## src/rtl/video_pkg.sv

```systemverilog
// Shared types, default 800x480 timing and total-size helpers for the video output engine.
package video_pkg;

  typedef enum logic {
    UNLOCKED = 1'b0,
    LOCKED   = 1'b1
  } lock_state_e;

  // Debug view of the engine: lock state plus the raw timing counters.
  typedef struct packed {
    lock_state_e state;
    logic [15:0] h_cnt;
    logic [15:0] v_cnt;
  } video_dbg_t;

  localparam int DEF_HDISP  = 800;
  localparam int DEF_VDISP  = 480;
  localparam int DEF_HFP    = 40;
  localparam int DEF_HPULSE = 48;
  localparam int DEF_HBP    = 40;
  localparam int DEF_VFP    = 13;
  localparam int DEF_VPULSE = 3;
  localparam int DEF_VBP    = 29;
  localparam int DEF_PIX_W  = 24;

  function automatic int htotal(input int fp, input int pulse, input int bp, input int disp);
    return fp + pulse + bp + disp;
  endfunction

  function automatic int vtotal(input int fp, input int pulse, input int bp, input int disp);
    return fp + pulse + bp + disp;
  endfunction

endpackage

```

## src/rtl/video_timing_counter.sv

```systemverilog
// Horizontal/vertical raster counters with sync, active-area and frame-start decode.
// Line and frame layout: front porch, sync pulse, back porch, display.
module video_timing_counter
  import video_pkg::*;
#(
  parameter int HDISP  = DEF_HDISP,
  parameter int VDISP  = DEF_VDISP,
  parameter int HFP    = DEF_HFP,
  parameter int HPULSE = DEF_HPULSE,
  parameter int HBP    = DEF_HBP,
  parameter int VFP    = DEF_VFP,
  parameter int VPULSE = DEF_VPULSE,
  parameter int VBP    = DEF_VBP,
  localparam int HTOTAL = htotal(HFP, HPULSE, HBP, HDISP),
  localparam int VTOTAL = vtotal(VFP, VPULSE, VBP, VDISP),
  localparam int HW     = $clog2(HTOTAL),
  localparam int VW     = $clog2(VTOTAL)
) (
  input  logic          clk_i,
  input  logic          rst_i,
  output logic [HW-1:0] h_cnt_o,
  output logic [VW-1:0] v_cnt_o,
  output logic          hs_act_o,
  output logic          vs_act_o,
  output logic          active_o,
  output logic          frame_start_o
);

  localparam logic [HW-1:0] H_LAST = HW'(HTOTAL - 1);
  localparam logic [VW-1:0] V_LAST = VW'(VTOTAL - 1);
  localparam logic [HW-1:0] H_PS   = HW'(HFP);
  localparam logic [HW-1:0] H_PE   = HW'(HFP + HPULSE);
  localparam logic [HW-1:0] H_ACT  = HW'(HFP + HPULSE + HBP);
  localparam logic [VW-1:0] V_PS   = VW'(VFP);
  localparam logic [VW-1:0] V_PE   = VW'(VFP + VPULSE);
  localparam logic [VW-1:0] V_ACT  = VW'(VFP + VPULSE + VBP);

  logic [HW-1:0] h_cnt_q, h_cnt_d;
  logic [VW-1:0] v_cnt_q, v_cnt_d;

  always_comb begin
    h_cnt_d = h_cnt_q + 1'b1;
    v_cnt_d = v_cnt_q;
    if (h_cnt_q == H_LAST) begin
      h_cnt_d = '0;
      v_cnt_d = (v_cnt_q == V_LAST) ? '0 : v_cnt_q + 1'b1;
    end
  end

  always_ff @(posedge clk_i) begin
    if (rst_i) begin
      h_cnt_q <= '0;
      v_cnt_q <= '0;
    end else begin
      h_cnt_q <= h_cnt_d;
      v_cnt_q <= v_cnt_d;
    end
  end

  assign h_cnt_o       = h_cnt_q;
  assign v_cnt_o       = v_cnt_q;
  assign hs_act_o      = (h_cnt_q >= H_PS) && (h_cnt_q < H_PE);
  assign vs_act_o      = (v_cnt_q >= V_PS) && (v_cnt_q < V_PE);
  assign active_o      = (h_cnt_q >= H_ACT) && (v_cnt_q >= V_ACT);
  assign frame_start_o = (h_cnt_q == '0) && (v_cnt_q == '0);

endmodule

```

## src/rtl/video_stream_out.sv

```systemverilog
// Video output engine: raster timing, frame-locked pixel pull, underflow detect and resync.
// Optional VIDEO_TESTPATTERN_EN replaces the fill colour with 8 vertical colour bars.
module video_stream_out
  import video_pkg::*;
#(
  parameter int               HDISP  = DEF_HDISP,
  parameter int               VDISP  = DEF_VDISP,
  parameter int               HFP    = DEF_HFP,
  parameter int               HPULSE = DEF_HPULSE,
  parameter int               HBP    = DEF_HBP,
  parameter int               VFP    = DEF_VFP,
  parameter int               VPULSE = DEF_VPULSE,
  parameter int               VBP    = DEF_VBP,
  parameter logic             HS_POL = 1'b0,
  parameter logic             VS_POL = 1'b0,
  parameter int               PIX_W  = DEF_PIX_W,
  parameter logic [PIX_W-1:0] FILL   = '0
) (
  input  logic             pixel_clk,
  input  logic             pixel_rst,
  input  logic [PIX_W-1:0] pix_data,
  input  logic             pix_valid,
  output logic             pix_ready,
  input  logic             fill_ok,
  output logic             video_hs,
  output logic             video_vs,
  output logic             video_blank,
  output logic [PIX_W-1:0] video_rgb,
  output logic             sof,
  output logic             resync,
  output logic             underflow,
  output video_dbg_t       dbg_o
);

  localparam int HW    = $clog2(htotal(HFP, HPULSE, HBP, HDISP));
  localparam int VW    = $clog2(vtotal(VFP, VPULSE, VBP, VDISP));
  localparam int H_ACT = HFP + HPULSE + HBP;

  logic [HW-1:0] h_cnt;
  logic [VW-1:0] v_cnt;
  logic          hs_act, vs_act, active, frame_start;

  video_timing_counter #(
    .HDISP (HDISP),
    .VDISP (VDISP),
    .HFP   (HFP),
    .HPULSE(HPULSE),
    .HBP   (HBP),
    .VFP   (VFP),
    .VPULSE(VPULSE),
    .VBP   (VBP)
  ) u_timing (
    .clk_i        (pixel_clk),
    .rst_i        (pixel_rst),
    .h_cnt_o      (h_cnt),
    .v_cnt_o      (v_cnt),
    .hs_act_o     (hs_act),
    .vs_act_o     (vs_act),
    .active_o     (active),
    .frame_start_o(frame_start)
  );

  // Handshake: a pixel is consumed in any cycle where pix_ready and pix_valid are both high;
  // pix_valid on its own never consumes. pix_ready low while locked-active means starvation.
  lock_state_e state_q, state_d;
  logic        take, starve;

  assign pix_ready = active && (state_q == LOCKED);
  assign take      = pix_ready && pix_valid;
  assign starve    = pix_ready && !pix_valid;

  // Lock is only acquired at frame origin so the upstream stream stays frame-aligned.
  always_comb begin
    state_d = state_q;
    case (state_q)
      UNLOCKED: if (frame_start && fill_ok) state_d = LOCKED;
      LOCKED:   if (starve) state_d = UNLOCKED;
      default:  state_d = UNLOCKED;
    endcase
  end

  logic [PIX_W-1:0] idle_pix;

`ifdef VIDEO_TESTPATTERN_EN
  logic [HW-1:0] h_off;
  logic [2:0]    bar_sel;

  always_comb begin
    h_off    = h_cnt - HW'(H_ACT);
    bar_sel  = 3'((32'(h_off) * 32'd8) / 32'(HDISP));
    idle_pix = '0;
    for (int i = 0; i < PIX_W / 3; i++) begin
      idle_pix[i]                 = bar_sel[0];
      idle_pix[PIX_W / 3 + i]     = bar_sel[1];
      idle_pix[2 * (PIX_W / 3) + i] = bar_sel[2];
    end
  end
`else
  assign idle_pix = FILL;
`endif

  logic [PIX_W-1:0] rgb_d;

  always_comb begin
    rgb_d = '0;
    if (active) rgb_d = take ? pix_data : idle_pix;
  end

  logic             video_hs_q, video_vs_q, video_blank_q;
  logic [PIX_W-1:0] video_rgb_q;
  logic             sof_q, resync_q, underflow_q;

  always_ff @(posedge pixel_clk) begin
    if (pixel_rst) begin
      state_q       <= UNLOCKED;
      video_hs_q    <= ~HS_POL;
      video_vs_q    <= ~VS_POL;
      video_blank_q <= 1'b0;
      video_rgb_q   <= '0;
      sof_q         <= 1'b0;
      resync_q      <= 1'b0;
      underflow_q   <= 1'b0;
    end else begin
      state_q       <= state_d;
      video_hs_q    <= hs_act ? HS_POL : ~HS_POL;
      video_vs_q    <= vs_act ? VS_POL : ~VS_POL;
      video_blank_q <= active;
      video_rgb_q   <= rgb_d;
      sof_q         <= frame_start;
      resync_q      <= starve;
      underflow_q   <= underflow_q | starve;
    end
  end

  assign video_hs    = video_hs_q;
  assign video_vs    = video_vs_q;
  assign video_blank = video_blank_q;
  assign video_rgb   = video_rgb_q;
  assign sof         = sof_q;
  assign resync      = resync_q;
  assign underflow   = underflow_q;

  assign dbg_o = '{state: state_q, h_cnt: 16'(h_cnt), v_cnt: 16'(v_cnt)};

endmodule

```

## config.mk

```make
export PLATFORM = sky130hd
export DESIGN_NAME = video_stream_out
export DESIGN_NICKNAME = d
export VERILOG_FILES = /design/src/rtl/video_pkg.sv /design/src/rtl/video_timing_counter.sv /design/src/rtl/video_stream_out.sv
export SDC_FILE = /design/constraint.sdc
export NUM_CORES = 1
export LEC_CHECK = 0
export ABC_AREA = 1
export CAP_MARGIN = 20
export CORE_MARGIN = 1.5
export CORE_UTILIZATION = 45
export CTS_CLUSTER_DIAMETER = 150
export DETAILED_ROUTE_END_ITERATION = 10
export PLACE_DENSITY = 0.82
export SYNTH_ARGS = -nofsm -noshare
export SYNTH_HDL_FRONTEND = slang
export SYNTH_SLANG_ARGS = --single-unit
```

## constraint.sdc

```tcl
create_clock -name pixel_clk -period 4.6 [get_ports pixel_clk]
set_clock_uncertainty 0.15 [all_clocks]
set_input_delay 1.38 -clock pixel_clk [delete_from_list [all_inputs] [get_ports pixel_clk]]
set_output_delay 1.38 -clock pixel_clk [all_outputs]
set_load 0.02 [all_outputs]
```

==> impl_metrics.tcl, run 1 <==
set metrics [dict create \
    status "completed" \
    yosys.cell_types.count 27 \
    synth-edff-count 0 \
    synth_top_area_frac 0.443 \
    path_clk_slew_ps 90 \
    dieArea_sq_um 5560 \
    grt_pass1_vias 1857 \
    post_cts_buffers 0 \
    fin_crit_sh 0.839 \
    wl_per_cell_um 11.5 \
    clk_path_buf_depth 2 \
    slew_headroom 0.652 \
    drt_pass1_iterations 4 \
    yosysWarnings 0 \
    seqCellArea_sq_um 1020 \
    dp_hpwl_um 4000 \
    insertion_delay_ps 310 \
    cts_tree "yes" \
    drive_gt1_frac 0.101 \
    h-tree-depth 2 \
    syn_area_sq_um 2300 \
    hold_viol 0 \
    die_w_um 74.6 \
    syn_area_per_cell_sq_um 7.53 \
    finalWorstSetupSlack_ps 742 \
    core_sq_um 4820 \
    synth.largest_area_cell "dfxtp_1" \
    worst_pin_slew_ps 520 \
    gp_congestion 0.865 \
    power_density_nw_per_um2 249 \
    crit_path_start_kind "flip-flop" \
    setup_tns_ps 0 \
    final_max_slew_viol_count 0 \
    num-fill-cells 433 \
    max_freq_mhz 259 \
    critPathRequiredTime_ps 3070 \
    period_needed_ps 3860 \
    synthesis.instances 306 \
    die_h_um 74.6 \
    clock-sinks 51 \
    num_rows 25 \
    synthArstFlopShare 0 \
    crit_arrival_ps 2330 \
    final_util 0.662 \
    crit_fanout 7 \
    hp-class "reg -> reg" \
    diodes 0 \
    layout.nets 420 \
    setup_viol 0 \
    irDropWorstVdd_mv 0.179 \
    routed_wl_um 5240 \
    synth_most_common_cell "inv_1" \
    rsz0062_at_grt "false" \
    yosysSeqAreaShare 0.443 \
    cp-end-kind "output port" \
    grt_pass1_wl_um 8120 \
    synth.area.top_cells "dfxtp_1 44%, inv_1 8.8%, nand2_1 8.0%" \
    maxCapViolations 0 \
    start_util 0.478 \
    holdWs_ps 331 \
    io_buffer_count 79 \
    ctsResizeCount 0 \
    cts_root_buf "clkbuf_8" \
    viasPerCell 4.60 \
    synth_seq_cells 51 \
    syn_to_final_growth_pct 38.4 \
    ctsHoldBuffers 0 \
    grt.total_usage 0.193 \
    num_io_pins 92 \
    cellLeakagePower_nw 1.32 \
    antenna_found_initial 0 \
    p_total_uw 794 \
    grt_overflow 0 \
    dpl_worst_slack_ps 1100 \
    antenna_left 0 \
    synthTopCellsByCount "54 x inv_1, 51 x dfxtp_1, 49 x nand2_1, 34 x nor2_1, 23 x nor2_2" \
    drt_first_iter_violations 90 \
    multiInputGateArea_sq_um 990 \
    drc_errors 0 \
    synth_ff_type "dfxtp_1" \
    critical_path_class "reg -> out" \
    grt_max_degree 25 \
    cts_buffers 5 \
    via_count 2087 \
]
worst max-delay path, stage by stage (launching register included):
cell	delay, ps
dfxtp_1	450
inv_1	140
ha_1	220
inv_1	50
nand3_1	80
nor2_1	110
nor2_1	60
nand2_2	90
nand2_1	80
nor2_1	120
clkdlybuf4s50_1	630
layout make-up:
cell class / instances / area share
repair buffers: 79 / 0.248
clock inverters: 2 / 0.00510
inverters: 55 / 0.0647
well taps: 67 / 0.0263
flip-flops and latches: 51 / 0.320
clock buffers: 6 / 0.0259
multi-input cells: 194 / 0.310
kinds of logic after synthesis:
group | Yosys count | share of synthesized area
xor gates and xnor gates | 5 | 0.0190
DFF | 51 | 0.443
adders and majority gates | 6 | 0.0326
and+or+nand+nor | 152 | 0.316
AOI/OAI and AO/OA | 19 | 0.0423
buffers and inverters | 72 | 0.145
other | 1 | 0.00163
through the flow:
| stage | instances | cell area (sq um) |
|---|---|---|
| 6_report | 454 | 3190 |
| 5_1_grt | 454 | 3190 |
| 4_1_cts | 454 | 3190 |
| 3_5_place_dp | 446 | 3090 |
| 3_3_place_gp | 446 | 3090 |
| 2_1_floorplan | 317 | 2350 |
state kept, by name, indices dropped and copies added, names as in the netlist:
name              flops
video_rgb            24
u_timing.h_cnt_o     10
u_timing.v_cnt_o     10
resync                1
sof                   1
state_q               1
underflow             1
video_blank           1
video_hs              1
video_vs              1
layer usage:
metal	routed length (um)	global-route usage	up-vias
met4	82	0.0727	0
met2	2710	0.343	52
met1	2160	0.220	952
li1	-	-	1074
met3	282	0.0528	9
met5	0	0	-
power breakdown:
group          switching [mW]  leakage, nW  internal [mW]
Clock                   0.153       0.0474          0.123
Sequential            0.00385        0.412          0.445
Combinational          0.0348        0.856         0.0343
path summary, 6_finish.rpt:
check	startpoint	endpoint	slack (ps)	depth (start not counted)
worst max-delay path	u_timing.v_cnt_o[0]	pix_ready	740	10
worst min-delay path	u_timing.h_cnt_o[0]	u_timing.h_cnt_o[0]	330	1
worst min register to register	u_timing.h_cnt_o[0]	u_timing.h_cnt_o[0]	330	1
worst max register to register	u_timing.v_cnt_o[0]	video_rgb[5]	2690	9
cells in the final DEF (no fill, tap or decap), types with 2 or more instances in the layout:
cell type         n
a21oi_1          11
clkbuf_8          6
clkdlybuf4s50_1  79
conb_1           12
dfxtp_1          51
ha_1              6
inv_1            54
nand2_1          49
nand2_2           3
nand3_1          16
nand4_1          10
nor2_1           34
nor2_2           23
nor3_1           10
o21ai_0           6
or2_2             2
xor2_1            5
(Power assumes the default switching activity.)
==> inputs of run 2 (changes only) <==
CORE_UTILIZATION = 39   (was 45)
PLACE_DENSITY = 0.75   (was 0.82)
clock period = 3.3 ns   (was 4.6 ns; I/O delays follow)
==> run 2 against run 1 <==
  * Power rose by 40%
  * Clock-buffer cell count down 1
  * Flip-flop and latch count did not move
  * Die area up 15%
  * Setup slack worse by 530 ps
  * Sequential share of layout area down 0.17 points
  * Combinational power increased by 40%
  * Clock power increased by 41%
  * Register-to-register slack got worse by 1200 ps
  * Final cell count up 1.5%
  * Global-route usage decreased by 2.7 points
  * Via count fell by 0.67%
==> impl_metrics.tcl, run 2 (same netlist as run 1, synthesis figures left out) <==
set metrics [dict create \
    multiInputGateArea_sq_um 990 \
    antenna_left 0 \
    antenna_found_initial 0 \
    cts_tree "yes" \
    layout_common_cells "78 x clkdlybuf4s50_1, 54 x inv_1, 51 x dfxtp_1" \
    irDropWorstVdd_mv 0.241 \
    final_common_cell "clkdlybuf4s50_1" \
    swShare 0.256 \
    power_frac_clock 0.349 \
    clock-sinks 51 \
    setup_viol 0 \
    r2r_start "u_timing.v_cnt_o[0]" \
    p_switching_uw 285 \
    num-fill-cells 542 \
    routed_wl_um 5310 \
    critical_path_class "reg -> out" \
    setup_tns_ps 0 \
    grt_overflow 0 \
    cts_buffers 5 \
    final_util 0.572 \
    drive_gt1_frac 0.105 \
    die_h_um 79.9 \
    grt_pass1_vias 1790 \
    dp_hpwl_um 4110 \
    fin_crit_sh 0.934 \
    insertion_delay_ps 310 \
    path_clk_slew_ps 100 \
    ctsHoldBuffers 0 \
    finalWorstSetupSlack_ps 217 \
    crit_arrival_ps 1940 \
    cp-end-kind "output port" \
    dpl_worst_slack_ps 281 \
    crit_start "u_timing.v_cnt_o[0]" \
    status "completed" \
    diodes 0 \
    power_frac_seq 0.564 \
    cellLeakagePower_nw 1.33 \
    die_w_um 79.9 \
    grt_max_degree 25 \
    num_io_pins 92 \
    clk_path_buf_depth 2 \
    hold_depth 1 \
    hold_viol 0 \
    maxCapViolations 0 \
    hp-class "reg -> reg" \
    core_sq_um 5610 \
    wl_per_cell_um 11.5 \
    reg2reg_slack_ps 1450 \
    viasPerCell 4.50 \
    drc_errors 0 \
    power_density_nw_per_um2 346 \
    p_int_uw 826 \
    max_freq_mhz 324 \
    reg2reg_depth 9 \
    via_count 2073 \
    dieArea_sq_um 6380 \
    layout.nets 422 \
    start_util 0.411 \
    crit_path_start_kind "flip-flop" \
    grt.total_usage 0.167 \
    min_from "u_timing.h_cnt_o[0]" \
    holdPathEnd "u_timing.h_cnt_o[0]" \
    drt_first_iter_violations 107 \
    largest_reg_flops 24 \
    p_total_mw 1.11 \
    r2r-end "video_rgb[5]" \
    pwr-share-comb 0.087 \
    gp_congestion 0.911 \
    rsz0062_at_grt "false" \
    holdWs_ps 341 \
    cts_root_buf "clkbuf_8" \
    seqCellArea_sq_um 1020 \
    num_rows 27 \
    h-tree-depth 2 \
    critPathRequiredTime_ps 2160 \
    io_buffer_count 79 \
    period_needed_ps 3080 \
    final_max_slew_viol_count 0 \
    drt_pass1_iterations 4 \
    syn_to_final_growth_pct 39.2 \
    grt_pass1_wl_um 8240 \
    crit_fanout 5 \
]
[run 2: critical path: stages, from the launching register on]
cell and delay [ps]:
dfxtp_1 400, inv_1 120, ha_1 210, inv_1 50
nand3_1 70, nor2_1 100, nor2_1 60, nand2_2 90
nand2_1 70, nor2_1 100, dlygate4sd2_1 360
[run 2: per-layer routing]
layer / routed length, um / track usage
met1: 2300 / 0.203
met2: 2710 / 0.284
met3: 235 / 0.0354
met4: 73 / 0.0672
met5: 0 / 0
[run 2: per-stage QoR]
stage,cells,area [sq um]
4_1_cts,461,3210
6_report,461,3210
2_1_floorplan,317,2350
5_1_grt,461,3210
3_5_place_dp,453,3110
3_3_place_gp,453,3110
[run 2: cell type report]
class                           count  area share
Timing Repair Buffer               81       0.251
Multi-Input combinational cell    194       0.309
Sequential cell                    51       0.318
Inverter                           55      0.0644
Clock buffer                        5      0.0215
Tap cell                           72      0.0281
Clock inverter                      3     0.00858
[run 2: how the worst max path moves through the flow]
stage / to
final: pix_ready
after global routing: pix_ready
after CTS: pix_ready
after detailed placement: pix_ready
after global placement: pix_ready
after floorplan: pix_ready
[run 2: timing repair]
item,in CTS,in global routing
gates resized for setup,1,0
buffers inserted,0,0
setup endpoints to repair,1,0
[run 2: power groups by stage]
stage          clock, mW  combinational, mW  sequential [mW]
2_1_floorplan          0             0.0546            0.645
3_3_place_gp           0             0.0956            0.640
3_5_place_dp           0             0.0968            0.640
4_1_cts            0.395             0.0975            0.626
5_1_grt            0.424              0.106            0.627
6_report           0.388             0.0969            0.626
